<file path="config.mk">
export PLATFORM = sky130hd
export DESIGN_NAME = front_instr_queue_flat
export DESIGN_NICKNAME = d
export VERILOG_FILES = /design/src/rtl/front_instr_queue_pkg.sv /design/src/rtl/front_instr_queue_if.sv /design/src/rtl/front_queue_ram.sv /design/src/rtl/front_instr_queue.sv /design/src/flat_wrapper.sv
export SDC_FILE = /design/constraint.sdc
export NUM_CORES = 1
export LEC_CHECK = 0
export ABC_AREA = 1
export BUFFER_PORTS_ARGS = -buffer_cell sky130_fd_sc_hd__buf_4
export CAP_MARGIN = 20
export CORE_MARGIN = 4
export CORE_UTILIZATION = 55
export CTS_CLUSTER_SIZE = 8
export DETAILED_ROUTE_END_ITERATION = 12
export PLACE_DENSITY = 0.75
export REMOVE_ABC_BUFFERS = 1
export SLEW_MARGIN = 20
export SYNTH_ARGS = -nofsm -noshare
export SYNTH_HDL_FRONTEND = slang
export SYNTH_SLANG_ARGS = --single-unit
</file>
<file path="constraint.sdc">
create_clock -name wb_clk_i -period 2.9 [get_ports wb_clk_i]
set_input_delay 0.145 -clock wb_clk_i [delete_from_list [all_inputs] [get_ports wb_clk_i]]
set_output_delay 0.145 -clock wb_clk_i [all_outputs]
set_load 0.005 [all_outputs]
</file>
<file path="src/rtl/front_instr_queue_pkg.sv">
// Shared front-end parameters and types used by the prefetch stage and the instruction byte queue.
package front_instr_queue_pkg;

   localparam int unsigned QUEUE_BYTES = 16;
   localparam int unsigned PTR_W       = 4;
   localparam int unsigned CNT_W       = 5;
   localparam int unsigned BYTE_W      = 8;
   localparam int unsigned RD_W        = 2;

   // Prefetched instruction word; lo is the lower-address byte.
   typedef struct packed {
      logic [BYTE_W-1:0] hi;
      logic [BYTE_W-1:0] lo;
   } instr_word_t;

   // Bytes actually consumed: a request of 3 means 2, never more than held.
   function automatic logic [CNT_W-1:0] consume_amount(input logic [RD_W-1:0] rd_bytes,
                                                       input logic [CNT_W-1:0] cnt);
      logic [CNT_W-1:0] req;
      req = (rd_bytes == RD_W'(3)) ? CNT_W'(2) : CNT_W'(rd_bytes);
      return (req > cnt) ? cnt : req;
   endfunction

endpackage

</file>
<file path="src/rtl/front_instr_queue_if.sv">
// Prefetcher/decoder side signals of the instruction byte queue.
interface front_instr_queue_if;
   import front_instr_queue_pkg::*;

   logic              flush;
   logic              skip_lo;
   instr_word_t       fifo_dat_i;
   logic              wr_fifo;
   logic              fifo_full;
   logic [BYTE_W-1:0] q_byte0;
   logic [BYTE_W-1:0] q_byte1;
   logic [CNT_W-1:0]  q_cnt;
   logic [RD_W-1:0]   rd_bytes;

   modport master (
      output flush, skip_lo, fifo_dat_i, wr_fifo, rd_bytes,
      input  fifo_full, q_byte0, q_byte1, q_cnt
   );

   modport slave (
      input  flush, skip_lo, fifo_dat_i, wr_fifo, rd_bytes,
      output fifo_full, q_byte0, q_byte1, q_cnt
   );

endinterface

</file>
<file path="src/rtl/front_queue_ram.sv">
// 16x8 byte storage: two byte write ports, two asynchronous read ports, no reset.
module front_queue_ram
   import front_instr_queue_pkg::*;
(
   input  logic              clk_i,
   input  logic              we0_i,
   input  logic [PTR_W-1:0]  waddr0_i,
   input  logic [BYTE_W-1:0] wdat0_i,
   input  logic              we1_i,
   input  logic [PTR_W-1:0]  waddr1_i,
   input  logic [BYTE_W-1:0] wdat1_i,
   input  logic [PTR_W-1:0]  raddr0_i,
   input  logic [PTR_W-1:0]  raddr1_i,
   output logic [BYTE_W-1:0] rdat0_o,
   output logic [BYTE_W-1:0] rdat1_o
);

   logic [BYTE_W-1:0] mem_q [QUEUE_BYTES];

   // Write addresses are always consecutive, so the two ports never collide.
   always_ff @(posedge clk_i) begin
      if (we0_i) mem_q[waddr0_i] <= wdat0_i;
      if (we1_i) mem_q[waddr1_i] <= wdat1_i;
   end

   assign rdat0_o = mem_q[raddr0_i];
   assign rdat1_o = mem_q[raddr1_i];

endmodule

</file>
<file path="src/rtl/front_instr_queue.sv">
// Instruction byte queue between prefetcher and decoder: 16-bit words in, 0..2 bytes out per cycle.
module front_instr_queue
   import front_instr_queue_pkg::*;
(
   input  logic             wb_clk_i,
   input  logic             wb_rst_i,
   front_instr_queue_if.slave bus
);

   localparam logic [PTR_W-1:0] PTR_ONE = PTR_W'(1);

   logic [PTR_W-1:0]  rd_ptr_q, rd_ptr_d;
   logic [PTR_W-1:0]  wr_ptr_q, wr_ptr_d;
   logic [CNT_W-1:0]  cnt_q, cnt_d;
   logic              skip_q, skip_d;

   logic              full;
   logic              wr_accept;
   logic [CNT_W-1:0]  consumed;
   logic [CNT_W-1:0]  written;
   logic              we0, we1;
   logic [BYTE_W-1:0] wdat0;

   // Full is judged on the pre-read count so a same-cycle read never frees room for a write.
   assign full      = cnt_q > CNT_W'(QUEUE_BYTES - 2);
   assign consumed  = consume_amount(bus.rd_bytes, cnt_q);
   assign wr_accept = bus.wr_fifo && !full && !bus.flush && !wb_rst_i;

   // With a pending skip only the high byte of the word enters the queue.
   assign written = !wr_accept ? '0 : (skip_q ? CNT_W'(1) : CNT_W'(2));
   assign we0     = wr_accept;
   assign we1     = wr_accept && !skip_q;
   assign wdat0   = skip_q ? bus.fifo_dat_i.hi : bus.fifo_dat_i.lo;

   always_comb begin
      rd_ptr_d = rd_ptr_q;
      wr_ptr_d = wr_ptr_q;
      cnt_d    = cnt_q;
      skip_d   = skip_q;
      if (bus.flush) begin
         rd_ptr_d = '0;
         wr_ptr_d = '0;
         cnt_d    = '0;
         skip_d   = bus.skip_lo;
      end else begin
         rd_ptr_d = rd_ptr_q + PTR_W'(consumed);
         wr_ptr_d = wr_ptr_q + PTR_W'(written);
         cnt_d    = cnt_q + written - consumed;
         if (wr_accept) skip_d = 1'b0;
      end
   end

   always_ff @(posedge wb_clk_i) begin
      if (wb_rst_i) begin
         rd_ptr_q <= '0;
         wr_ptr_q <= '0;
         cnt_q    <= '0;
         skip_q   <= 1'b0;
      end else begin
         rd_ptr_q <= rd_ptr_d;
         wr_ptr_q <= wr_ptr_d;
         cnt_q    <= cnt_d;
         skip_q   <= skip_d;
      end
   end

   front_queue_ram u_ram (
      .clk_i    (wb_clk_i),
      .we0_i    (we0),
      .waddr0_i (wr_ptr_q),
      .wdat0_i  (wdat0),
      .we1_i    (we1),
      .waddr1_i (wr_ptr_q + PTR_ONE),
      .wdat1_i  (bus.fifo_dat_i.hi),
      .raddr0_i (rd_ptr_q),
      .raddr1_i (rd_ptr_q + PTR_ONE),
      .rdat0_o  (bus.q_byte0),
      .rdat1_o  (bus.q_byte1)
   );

   assign bus.fifo_full = full;
   assign bus.q_cnt     = cnt_q;

endmodule

</file>
<file path="src/flat_wrapper.sv">
// flat-port wrapper written by rule: the top's interface ports become plain ports
module front_instr_queue_flat import front_instr_queue_pkg::*;
  (wb_clk_i, wb_rst_i, bus_flush, bus_skip_lo, bus_fifo_dat_i, bus_wr_fifo, bus_rd_bytes, bus_fifo_full, bus_q_byte0, bus_q_byte1, bus_q_cnt);
  front_instr_queue_if bus_i ();
  input  logic wb_clk_i;
  input  logic wb_rst_i;
  input wire logic [$bits(bus_i.flush)-1:0] bus_flush;
  input wire logic [$bits(bus_i.skip_lo)-1:0] bus_skip_lo;
  input wire logic [$bits(bus_i.fifo_dat_i)-1:0] bus_fifo_dat_i;
  input wire logic [$bits(bus_i.wr_fifo)-1:0] bus_wr_fifo;
  input wire logic [$bits(bus_i.rd_bytes)-1:0] bus_rd_bytes;
  output wire logic [$bits(bus_i.fifo_full)-1:0] bus_fifo_full;
  output wire logic [$bits(bus_i.q_byte0)-1:0] bus_q_byte0;
  output wire logic [$bits(bus_i.q_byte1)-1:0] bus_q_byte1;
  output wire logic [$bits(bus_i.q_cnt)-1:0] bus_q_cnt;
  assign bus_i.flush = bus_flush;
  assign bus_i.skip_lo = bus_skip_lo;
  assign bus_i.fifo_dat_i = bus_fifo_dat_i;
  assign bus_i.wr_fifo = bus_wr_fifo;
  assign bus_i.rd_bytes = bus_rd_bytes;
  assign bus_fifo_full = bus_i.fifo_full;
  assign bus_q_byte0 = bus_i.q_byte0;
  assign bus_q_byte1 = bus_i.q_byte1;
  assign bus_q_cnt = bus_i.q_cnt;
  front_instr_queue u_core (.wb_clk_i(wb_clk_i), .wb_rst_i(wb_rst_i), .bus(bus_i));
endmodule
</file>
==> Word level (Yosys, flattened, before mapping) <==
Memory sizes are Yosys's and may differ from the RTL's. A register that Yosys moved wholly into a read port is not among the register bits.
Cells that the tools add are included.
{ "totals": {"mem_count": 1, "ramBits": 128, "regBits": 14, "output_inout_bits": 22, "input_bits": 23, "wordCells": 36} }
{ "op_classes": {"n_eq_ne": 1, "order_cmp": 2, "n_addsub": 6, "reduce_logical": 10, "muxes": 12} }
{ "mem_list": {"columns": ["name", "words", "width", "rd", "rd_clocked_by_memory_dff", "wr", "line_no", "text"], "rows": [
  ["u_core.u_ram.mem_q", 16, 8, 2, 1, 2, "front_queue_ram.sv:18", "logic [BYTE_W-1:0] mem_q [QUEUE_BYTES];"]
]} }
{ "ops": {"columns": ["op", "n"], "rows": [
  ["$mux 5", 2],
  ["$add 4x1->4 const B", 2],
  ["$add 4x4->4", 2],
  ["$mux 8", 1],
  ["$mux 1", 6],
  ["$add 5x5->5", 1],
  ["$gt 5x4->1 const B", 1],
  ["$gt 5x5->1", 1],
  ["$sub 5x5->5", 1],
  ["$logic_and 1x1->1", 4],
  ["$logic_not 1->1", 4],
  ["$mux 2", 2],
  ["$mux 4", 1],
  ["$eq 2x2->1 const B", 1],
  ["$reduce_bool 2->1", 1],
  ["$reduce_or 2->1", 1]
]} }

==> Depth between registers and ports, before layout <==
Gate-level depths: netlist (run 1).
{ "depth": {"word_depth": 8, "mapped_depth": 19, "mapped_depth_nobuf": 19} }

==> Hierarchy <==
Synthesis (run 1) repeated with hierarchy kept, for this count alone.
{ "hier_totals": {"cells_unflattened": 1340, "area_unflattened_um2": 9465.3} }
{ "by_module_without_submodules": {"columns": ["module", "cells_per_inst", "area_each_um2", "instances"], "rows": [
  ["front_queue_ram", 1178, 8325.5, 1],
  ["front_instr_queue", 162, 1139.8, 1]
]} }

==> Worst setup path before layout (run 1) <==
Ideal clock, no wire load.
{ "synth_timing": {"kind": "register to register", "start": "reg u_core.cnt_q[1], in the netlist u_core.bus.q_cnt[1]", "end": "reg u_core.cnt_q[4], in the netlist u_core.bus.q_cnt[4]", "path_stages_with_launch": 19, "arrival_time_ps": 2636, "setup_time_ps": 113, "path_slack_ps": 151, "n_path_buf": 0, "required_time_ps": 2787, "path_cell_list": "dfxtp_1 > inv_1 > ha_1 > nand2_1 > nand2_1 > nor3_1 > nand2_1 > nand3_1 > nand2_1 > ha_1 > inv_1 > ha_1 > fa_1 > nand2_1 > nand2_1 > a21oi_1 > nand2_1 > nand2_1 > nor2_1"} }
{ "synth_between": {"elab_chain_len": 8, "word_cells_on_any_way": 10} }
{ "synth_lines": {"columns": ["element", "line_no", "text"], "rows": [
  ["start, declared", "front_instr_queue.sv:14", "logic [CNT_W-1:0] cnt_q, cnt_d;"],
  ["start signal, assigned", "front_instr_queue.sv:62", "cnt_q <= cnt_d;"],
  ["$gt 5x4->1", "front_instr_queue.sv:25", "assign full = cnt_q > CNT_W'(QUEUE_BYTES - 2);"],
  ["$logic_not 1->1", "front_instr_queue.sv:27", "assign wr_accept = bus.wr_fifo && !full && !bus.flush && !wb_rst_i;"],
  ["$logic_and 1x1->1 (3 in a row)", "front_instr_queue.sv:27", null],
  ["$mux 5", "front_instr_queue.sv:30", "assign written = !wr_accept ? '0 : (skip_q ? CNT_W'(1) : CNT_W'(2));"],
  ["$add 5x5->5", "front_instr_queue.sv:48", "cnt_d = cnt_q + written - consumed;"],
  ["$sub 5x5->5 *", "front_instr_queue.sv:48", null]
]} }
Mark *: on every way between the ends. The rest lies on a longest branch, timed or not.
A chain may end at the register's enable or synchronous reset.

==> Final worst setup path (run 1) <==
{ "layout_timing": {"start": "reg u_core.rd_ptr_q[0]", "end": "out bus_q_byte1[2]"} }
{ "layout_between": {"elab_chain_len": 2} }
{ "layout_lines": {"columns": ["element", "line_no", "text"], "rows": [
  ["start, declared", "front_instr_queue.sv:12", "logic [PTR_W-1:0] rd_ptr_q, rd_ptr_d;"],
  ["start signal, assigned", "front_instr_queue.sv:60", "rd_ptr_q <= rd_ptr_d;"],
  ["$add 4x1->4", "front_instr_queue.sv:76", ".raddr1_i (rd_ptr_q + PTR_ONE),"],
  ["$mem_v2 16x8", null, null],
  ["end, declared", "flat_wrapper.sv:14", "output wire logic [$bits(bus_i.q_byte1)-1:0] bus_q_byte1;"]
]} }
Every way passes these cells.

==> results.sh, run 1 <==
export IMPL_grt_max_degree=130
export IMPL_r2r_end="u_core.bus.q_cnt[4]"
export IMPL_drtPass1Iterations=6
export IMPL_synth_seq_area_share=0.399
export IMPL_drt_iter0_drc=1474
export IMPL_htreeDepth=4
export IMPL_num_nets_final=1486
export IMPL_dp_hpwl_mm=21.6
export IMPL_gr_total_overflow=0
export IMPL_via_per_inst=6.15
export IMPL_netlist_area_um2=10300
export IMPL_grt_pass1_wl_mm=52.4
export IMPL_maxSlewHeadroom=0.585
export IMPL_grt_total_usage=0.316
export IMPL_fin_cells=1688
export IMPL_r2r_start="u_core.bus.q_cnt[1]"
export IMPL_cts_root_buf="clkbuf_16"
export IMPL_avgSynthCellArea_um2=7.16
export IMPL_grt_pass1_vias=9565
export IMPL_path_clk_slew_ns=0.06
export IMPL_yosys_warnings=0
export IMPL_synth_top_area_cell="edfxtp_1"
export IMPL_die_h_um=145
export IMPL_ys_flop_type="edfxtp_1"
export IMPL_syn_to_final_growth_pct=10.9
export IMPL_routed_wl_mm=34.1
export IMPL_fmax_mhz=362
export IMPL_r2r_setup_slack_ns=0.15
export IMPL_startpoint_type="flop"
export IMPL_dieWidth_um=145
export IMPL_vias=10400
export IMPL_syn_inst=1442
export IMPL_io_buffers=44
export IMPL_p_leak_nw=5.31
export IMPL_setup_violations=0
export IMPL_antennaDiodeCount=0
export IMPL_status="finished clean"
export IMPL_clkLatencyLatePin_ns=0.43
export IMPL_worstPathCellList="inv_2, nor2_4, xor2_2, nand3_1, nand2_1, buf_4"
export IMPL_min_path_cells=4
export IMPL_place_inst=1653
export IMPL_finalPower_w=0.00684
export IMPL_fp_row_count=49
export IMPL_fin_ws_ns=0.137
export IMPL_synth_cell_types=32
export IMPL_fin_crit_sh=0.953
export IMPL_start_util=0.567
export IMPL_maxCapViolations=0
export IMPL_pin_count=45
export IMPL_cts_made_buffers=17
export IMPL_min_path_type="primary input to flop"
export IMPL_peakVddDrop_mv=0.680
export IMPL_synthTopCellsByArea="edfxtp_1 (37%), nand2_1 (23%), nand4_1 (7.9%), nand3_1 (6.4%), inv_1 (4.4%)"
export IMPL_period_needed_ns=2.76
export IMPL_slowest_delay_ns=0.61
export IMPL_async_flop_share=0
export IMPL_cts_tree="done"
export IMPL_pre_cts_ws_ns=0.0240
export IMPL_final_util=0.629
export IMPL_synth_top_cell_area_share=0.372
export IMPL_layout_common_cells="nand2_1 (642), nand3_1 (132), nand4_1 (130)"
export IMPL_drive_above_1_share=0.121
export IMPL_ys_ff_latch=142
export IMPL_place_congestion=0.963
export IMPL_final_common_cell="nand2_1"
export IMPL_worst_pin_slew_ns=0.622
export IMPL_finalMaxSlewViolations=0
export IMPL_synth_edf_count=128
export IMPL_fin_skew_ns=0.0104
export IMPL_worst_setup_path_type="flop to primary output"
export IMPL_drc=0
export IMPL_critPathArrivalTime_ns=2.62
export IMPL_ant_nets=0
export IMPL_cts_buffer_depth=2
export IMPL_crit_fanout=35
export IMPL_antenna_found_initial=0
export IMPL_dieArea_um2=21000
export IMPL_avgRoutedWirePerCell_um=20.2
export IMPL_crit_slowest_cell="dfxtp_4"
export IMPL_p_per_area_nw_per_um2=597
export IMPL_cts_sinks=142
export IMPL_critPathRequiredTime_ns=2.76
export IMPL_core_area_um2=18200
export IMPL_endpoint_kind="primary output"
export IMPL_r2r_cells=18
export IMPL_whs_endpoint="u_core.wr_ptr_q[0]"
export IMPL_hp_start="bus_flush"
export IMPL_hold_viol_final=0
## flip-flops by register name, indices dropped and copies added, names as in the netlist
name	count
u_core.u_ram.mem_q	128
u_core.bus.q_cnt	5
u_core.rd_ptr_q	4
u_core.wr_ptr_q	4
u_core.skip_q	1
## worst max-delay path by stage
stage                                    from  slack [ns]                   to
after floorplan            u_core.rd_ptr_q[0]       -2.51       bus_q_byte1[1]
after global placement    u_core.bus.q_cnt[1]        0.04  u_core.bus.q_cnt[4]
after CTS                 u_core.bus.q_cnt[1]        0.02  u_core.bus.q_cnt[4]
after detailed placement      bus_rd_bytes[1]        0.02  u_core.bus.q_cnt[4]
after global routing      u_core.bus.q_cnt[1]       -0.04  u_core.bus.q_cnt[4]
final                      u_core.rd_ptr_q[0]        0.14       bus_q_byte1[2]
## power by group
group | internal (W) | switching (W)
Clock | 0.00126 | 0.000899
Combinational | 0.000801 | 0.00149
Sequential | 0.00231 | 0.0000863
Total | 0.00437 | 0.00248
## critical path, delay by kind of cell, from the launching register on
kind                   cells  cell delay [ns]
buffers and inverters      2             0.43
XOR/XNOR                   1             0.48
AND/OR/NAND/NOR            3             0.63
flip-flops                 1             0.61
## metrics by stage
stage	setup TNS [ns]	hold WS (ns)	cell area (µm²)
5_1_grt	-0.0411	0.107	11500
6_report	0	0.101	11500
2_1_floorplan	-47.61	0.314	9820
3_5_place_dp	0	0.422	10800
4_1_cts	0	0.0874	11400
3_3_place_gp	0	0.418	10800
## what timing repair did
item,CTS,global route
setup endpoints to repair,0,2
endpoints found under the hold margin,1,0
gates resized for setup,0,11
hold buffers,3,0
buffers inserted,0,0
## cells by family (layout without fill, tap and decap cells)
kind of cell	after synthesis	count (layout)	share of synthesized area
and+or+nand+nor	979	979	0.434
buffers and inverters	234	251	0.0961
DFF	142	142	0.399
AOI/OAI and AO/OA	62	62	0.0384
adders and majority gates	17	17	0.0235
xor gates and xnor gates	7	7	0.00812
other	1	1	0.000363
## cells in the mapped netlist, drive strengths merged, types with 2 or more instances
cell	n
a21oi	22
buf	48
clkbuf	57
dfxtp	14
edfxtp	128
fa	4
ha	13
inv	128
nand2	648
nand3	133
nand4	145
nor2	52
o211ai	32
o21ai	7
xnor2	2
xor2	5
## final cells by class
| type | count | area, µm² |
|---|---|---|
| Inverter | 129 | 487 |
| Fill cell | 1617 | 6760 |
| Clock inverter | 15 | 146 |
| Multi-Input combinational cell | 1066 | 5250 |
| Sequential cell | 142 | 4130 |
| Clock buffer | 17 | 425 |
| Tap cell | 229 | 287 |
| Timing Repair Buffer | 90 | 733 |
## per-layer routing
| layer | vias to the layer above | wire, µm | global-route usage |
|---|---|---|---|
| met5 | - | 0 | 0 |
| met4 | 0 | 1700 | 0.165 |
| met3 | 134 | 4330 | 0.0627 |
| met2 | 743 | 15000 | 0.485 |
| met1 | 4710 | 13100 | 0.428 |
| li1 | 4797 | - | - |
Power figures use the tool's default switching activity.
==> run 2: changes to the inputs <==
- CAP_MARGIN: 20 -> not set
- CORE_UTILIZATION: 55 -> 50
- PLACE_DENSITY: 0.75 -> 0.69
- RECOVER_POWER: not set -> 50
==> run 2 against run 1 <==
Effect of this change: global-route usage shrank 1.1 points; final area grew 1.7%; critical path depth grew 10; cell count grew 3.3%; via count shrank 2.1%; core utilization shrank 5.5 points; hold slack lost 0.023 ns; register-to-register slack lost 0.03 ns; clock skew is essentially flat; combinational power grew 6%; sequential cell count is the same; largest power group is now combinational logic.
==> results.sh, run 2 (synthesis results as in run 1) <==
export IMPL_cts_sinks=142
export IMPL_fin_ws_ns=0.117
export IMPL_drc=0
export IMPL_htreeDepth=4
export IMPL_min_path_type="primary input to flop"
export IMPL_drt_iter0_drc=1321
export IMPL_cts_root_buf="clkbuf_16"
export IMPL_r2r_setup_slack_ns=0.12
export IMPL_avgRoutedWirePerCell_um=19.6
export IMPL_fin_crit_sh=0.960
export IMPL_r2r_cells=16
export IMPL_antennaDiodeCount=0
export IMPL_r2r_start="u_core.bus.q_cnt[1]"
export IMPL_grt_pass1_wl_mm=53.0
export IMPL_fp_row_count=52
export IMPL_startpoint_type="flop"
export IMPL_io_buffers=44
export IMPL_dp_hpwl_mm=22.9
export IMPL_routed_wl_mm=34.1
export IMPL_final_util=0.574
export IMPL_crit_fanout=5
export IMPL_start_util=0.509
export IMPL_via_per_inst=5.83
export IMPL_place_congestion=0.997
export IMPL_setup_violations=0
export IMPL_antenna_found_initial=0
export IMPL_worst_setup_path_type="flop to flop"
export IMPL_crit_slowest_cell="fa_1"
export IMPL_place_inst=1707
export IMPL_cts_buffer_depth=2
export IMPL_fmax_mhz=359
export IMPL_drive_above_1_share=0.127
export IMPL_cts_tree="done"
export IMPL_dieWidth_um=152
export IMPL_worst_path_buf_inv=1
export IMPL_fin_area_um2=11600
export IMPL_drtPass1Iterations=6
export IMPL_dieArea_um2=23000
export IMPL_grt_pass1_vias=9421
export IMPL_period_needed_ns=2.78
export IMPL_path_clk_slew_ns=0.06
export IMPL_peakVddDrop_mv=0.486
export IMPL_fin_skew_ns=0.0109
export IMPL_critPathRequiredTime_ns=3.23
export IMPL_fin_cells=1743
export IMPL_num_nets_final=1501
export IMPL_critPathLaunch="u_core.bus.q_cnt[1]"
export IMPL_grt_total_usage=0.305
export IMPL_place_area_um2=11000
export IMPL_syn_to_final_growth_pct=12.8
export IMPL_top_register="u_core.u_ram.mem_q"
export IMPL_crit_family="adder cells"
export IMPL_die_h_um=152
export IMPL_status="finished clean"
export IMPL_ant_nets=0
export IMPL_slowest_delay_ns=0.53
export IMPL_crit_path_frequent_cell="nand2_1"
export IMPL_largest_reg_flops=128
export IMPL_critPathArrivalTime_ns=3.12
export IMPL_maxSlewHeadroom=0.571
export IMPL_vias=10200
export IMPL_core_area_um2=20300
export IMPL_pre_cts_ws_ns=-0.0100
export IMPL_p_per_area_nw_per_um2=609
export IMPL_maxCapViolations=0
export IMPL_layout_common_cells="nand2_1 (642), nand3_1 (133), nand4_1 (130)"
export IMPL_endpoint_kind="flop"
export IMPL_hold_viol_final=0
export IMPL_pin_count=45
export IMPL_r2r_end="u_core.bus.q_cnt[4]"
export IMPL_path_depth=16
export IMPL_clkLatencyLatePin_ns=0.43
export IMPL_grt_max_degree=81
export IMPL_p_leak_nw=5.42
export IMPL_finalMaxSlewViolations=0
export IMPL_final_common_cell="nand2_1"
export IMPL_crit_end="u_core.bus.q_cnt[4]"
export IMPL_gr_total_overflow=0
export IMPL_worstPathCellList="inv_1, ha_1, nand2_1, nand2_1, nor3_2, nand2_2, nand2_2, o21ai_2, fa_1, fa_2, nand2_2, nand2_1, a21oi_2, nand2_1, nand2_1, nor2_1"
export IMPL_worst_pin_slew_ns=0.643
export IMPL_cts_made_buffers=17
-- run 2: worst min path at each step --
stage	startpoint	endpoint	slack (ns)	cells past startpoint
3_3_place_gp	wb_rst_i	u_core.skip_q	0.42	4
2_1_floorplan	bus_flush	u_core.skip_q	0.31	2
3_5_place_dp	wb_rst_i	u_core.skip_q	0.43	4
5_1_grt	bus_flush	u_core.rd_ptr_q[0]	0.09	4
6_report	bus_flush	u_core.wr_ptr_q[0]	0.08	4
4_1_cts	bus_flush	u_core.wr_ptr_q[0]	0.07	4
-- run 2: timing repair --
item,4_1_cts,5_1_grt
setup buffers,0,3
endpoints found under the hold margin,1,0
hold buffers,2,0
setup endpoints to repair,0,1
gates resized for setup,0,9
-- run 2: area by class of cell --
type,instances,area [µm²]
clock buffers,20,437
fillers,1899,8650
clock inverters,11,166
flip-flops and latches,142,4130
inverters,129,487
well taps,270,338
repair buffers,105,856
multi-input cells,1066,5240
-- run 2: tightest hold or removal path, stage by stage --
cell and delay, ns:
buf_4 0.08, inv_2 0.04, nand2_4 0.14, nor2_1 0.05
-- run 2: report_power, final --
| part | total (W) | internal, W | switching, W |
|---|---|---|---|
| registers | 0.00237 | 0.00231 | 0.0000654 |
| clock network | 0.00230 | 0.00143 | 0.000872 |
| logic | 0.00242 | 0.000888 | 0.00153 |
-- run 2: routing by layer --
| metal | vias to the layer above | routed length, µm | track usage | share of wire |
|---|---|---|---|---|
| met5 | - | 0 | 0 | 0 |
| met4 | 0 | 1520 | 0.146 | 0.044 |
| met3 | 104 | 3470 | 0.0529 | 0.10 |
| met2 | 573 | 15100 | 0.467 | 0.44 |
| met1 | 4659 | 14000 | 0.421 | 0.41 |
| li1 | 4834 | - | - | - |
-- run 2: through the flow --
step                hold slack, ns  TNS (ns)  power, W
floorplan                    0.314    -47.61   0.00372
global placement             0.417         0   0.00462
detailed placement           0.434   -0.0100   0.00465
CTS                         0.0696         0   0.00693
global route                0.0941   -0.0626   0.00741
finish                      0.0775         0   0.00709
==> run 3: changes to the inputs <==
==> constraint.sdc (replaced) <==
create_clock -name wb_clk_i -period 2.9 [get_ports wb_clk_i]
set_input_delay 0 -clock wb_clk_i [delete_from_list [all_inputs] [get_ports wb_clk_i]]
set_output_delay 0 -clock wb_clk_i [all_outputs]
set_load 0.005 [all_outputs]
==> run 3 against run 2 <==
Effect of this change: cell count fell by 1.1%; register-to-register slack improved by 0.03 ns; setup slack improved by 0.028 ns; sequential power is essentially flat; via count is 1.1% lower; hold slack improved by 0.029 ns; non-clock buffer count is 20 lower; critical path depth is 9 lower; final area decreased by 1.9%; wire length fell by 1.8%; clock skew decreased by 0.00075 ns; combinational power is 5% lower; highest routed layer unchanged.
==> results.sh, run 3 (synthesis results as in run 1) <==
export IMPL_fmax_mhz=363
export IMPL_cts_root_buf="clkbuf_16"
export IMPL_status="finished clean"
export IMPL_drc=0
export IMPL_place_area_um2=10900
export IMPL_via_per_inst=5.83
export IMPL_htreeDepth=4
export IMPL_peakVddDrop_mv=0.435
export IMPL_cts_tree="done"
export IMPL_pin_count=45
export IMPL_drt_iter0_drc=1444
export IMPL_min_path_type="primary input to flop"
export IMPL_critPathRequiredTime_ns=3.00
export IMPL_crit_fanout=17
export IMPL_routed_wl_mm=33.5
export IMPL_drtPass1Iterations=8
export IMPL_maxSlewHeadroom=0.273
export IMPL_worst_setup_path_type="flop to flop"
export IMPL_io_buffers=44
export IMPL_maxCapViolations=0
export IMPL_endpoint_kind="flop"
export IMPL_avgRoutedWirePerCell_um=19.4
export IMPL_gr_total_overflow=0
export IMPL_min_path_cells=5
export IMPL_grt_max_degree=156
export IMPL_core_area_um2=20300
export IMPL_top_register="u_core.u_ram.mem_q"
export IMPL_grt_pass1_vias=9098
export IMPL_syn_to_final_growth_pct=10.6
export IMPL_antennaDiodeCount=0
export IMPL_critPathArrivalTime_ns=2.85
export IMPL_p_leak_nw=5.27
export IMPL_n_fill_cell=1960
export IMPL_hold_viol_final=0
export IMPL_layout_common_cells="nand2_1 (643), nand3_1 (133), nand4_1 (131)"
export IMPL_fin_crit_sh=0.950
export IMPL_whs_endpoint="u_core.u_ram.mem_q[0][7]"
export IMPL_final_util=0.563
export IMPL_fin_ws_ns=0.145
export IMPL_cts_sinks=142
export IMPL_fin_area_um2=11400
export IMPL_largest_reg_flops=128
export IMPL_grt_pass1_wl_mm=51.6
export IMPL_clkLatencyLatePin_ns=0.44
export IMPL_setup_violations=0
export IMPL_fin_skew_ns=0.0102
export IMPL_antenna_found_initial=0
export IMPL_drive_above_1_share=0.112
export IMPL_dp_hpwl_mm=21.9
export IMPL_place_congestion=0.953
export IMPL_startpoint_type="flop"
export IMPL_path_clk_slew_ns=0.07
export IMPL_fp_row_count=52
export IMPL_cts_made_buffers=17
export IMPL_vias=10100
export IMPL_dieArea_um2=23000
export IMPL_period_needed_ns=2.75
export IMPL_dieWidth_um=152
export IMPL_cts_buffer_depth=2
export IMPL_pre_cts_ws_ns=0.0356
export IMPL_start_util=0.509
export IMPL_worst_pin_slew_ns=1.09
export IMPL_die_h_um=152
export IMPL_r2r_start="u_core.bus.q_cnt[0]"
export IMPL_finalMaxSlewViolations=0
export IMPL_final_common_cell="nand2_1"
export IMPL_grt_total_usage=0.298
export IMPL_r2r_setup_slack_ns=0.15
export IMPL_num_nets_final=1481
export IMPL_hp_start="bus_wr_fifo"
export IMPL_ant_nets=0
export IMPL_r2r_cells=7
export IMPL_r2r_end="u_core.u_ram.mem_q[13][0]"
export IMPL_p_per_area_nw_per_um2=593
-- run 3: changes by cell type in the layout (fill, tap and decap cells not counted), sizes merged --
cell,delta
bufinv,-3
clkinv,-1
clkinvlp,+6
buf,-27
inv,+1
dlygate4sd3,+2
clkbuf,+3
-- run 3: how the worst max path moves through the flow --
stage                   startpoint                   endpoint  slack (ns)
3_5_place_dp   u_core.bus.q_cnt[1]        u_core.bus.q_cnt[4]        0.04
4_1_cts        u_core.bus.q_cnt[1]        u_core.bus.q_cnt[4]        0.02
6_report       u_core.bus.q_cnt[0]  u_core.u_ram.mem_q[13][0]        0.15
3_3_place_gp   u_core.bus.q_cnt[1]        u_core.bus.q_cnt[4]        0.06
5_1_grt        u_core.bus.q_cnt[1]        u_core.bus.q_cnt[4]       -0.02
2_1_floorplan   u_core.rd_ptr_q[0]             bus_q_byte1[1]       -2.36
-- run 3: layout make-up --
cell class	instances	area [µm²]	area share
Multi-Input combinational cell	1066	5210	0.456
Sequential cell	142	4130	0.361
Timing Repair Buffer	85	714	0.0625
Inverter	129	487	0.0426
Clock buffer	18	429	0.0376
Tap cell	270	338	0.0296
Clock inverter	14	120	0.0105
-- run 3: per-stage QoR --
stage	hold WS, ns	setup TNS [ns]	power, W	cells
floorplan	0.169	-45.29	0.00372	1337
global placement	0.271	0	0.00460	1688
detailed placement	0.275	0	0.00463	1688
CTS	0.0990	0	0.00669	1724
global route	0.116	-0.0220	0.00708	1724
finish	0.106	0	0.00678	1724
-- run 3: timing repair --
action                                  CTS  global route
gates resized for setup                   0             8
buffers inserted                          0             0
endpoints found under the setup margin    0             1
endpoints found under the hold margin     9             0
hold buffers                              4             0
-- run 3: per-layer routing --
layer / GRT usage / vias to the layer above / part of all wire
li1: - / 4791 / -
met1: 0.417 / 4606 / 0.41
met2: 0.461 / 580 / 0.45
met4: 0.128 / 0 / 0.036
met5: 0 / - / 0
met3: 0.0461 / 77 / 0.095
-- run 3: power by group --
group          total (W)  internal [W]  leakage, nW  switching [W]
clock network    0.00211       0.00118        0.248       0.000932
registers        0.00237       0.00231         1.27      0.0000657
logic            0.00230      0.000801         3.75        0.00150
-- run 3: worst max-delay path, cell delays in order, from the launching register on --
cell      delay (ns)
dfxtp_1         0.31
clkbuf_1        0.13
nand2_1         0.10
nor2_1          0.09
nor2_8          0.09
clkbuf_2        0.67
nand4_1         0.55
nand2_1         0.45
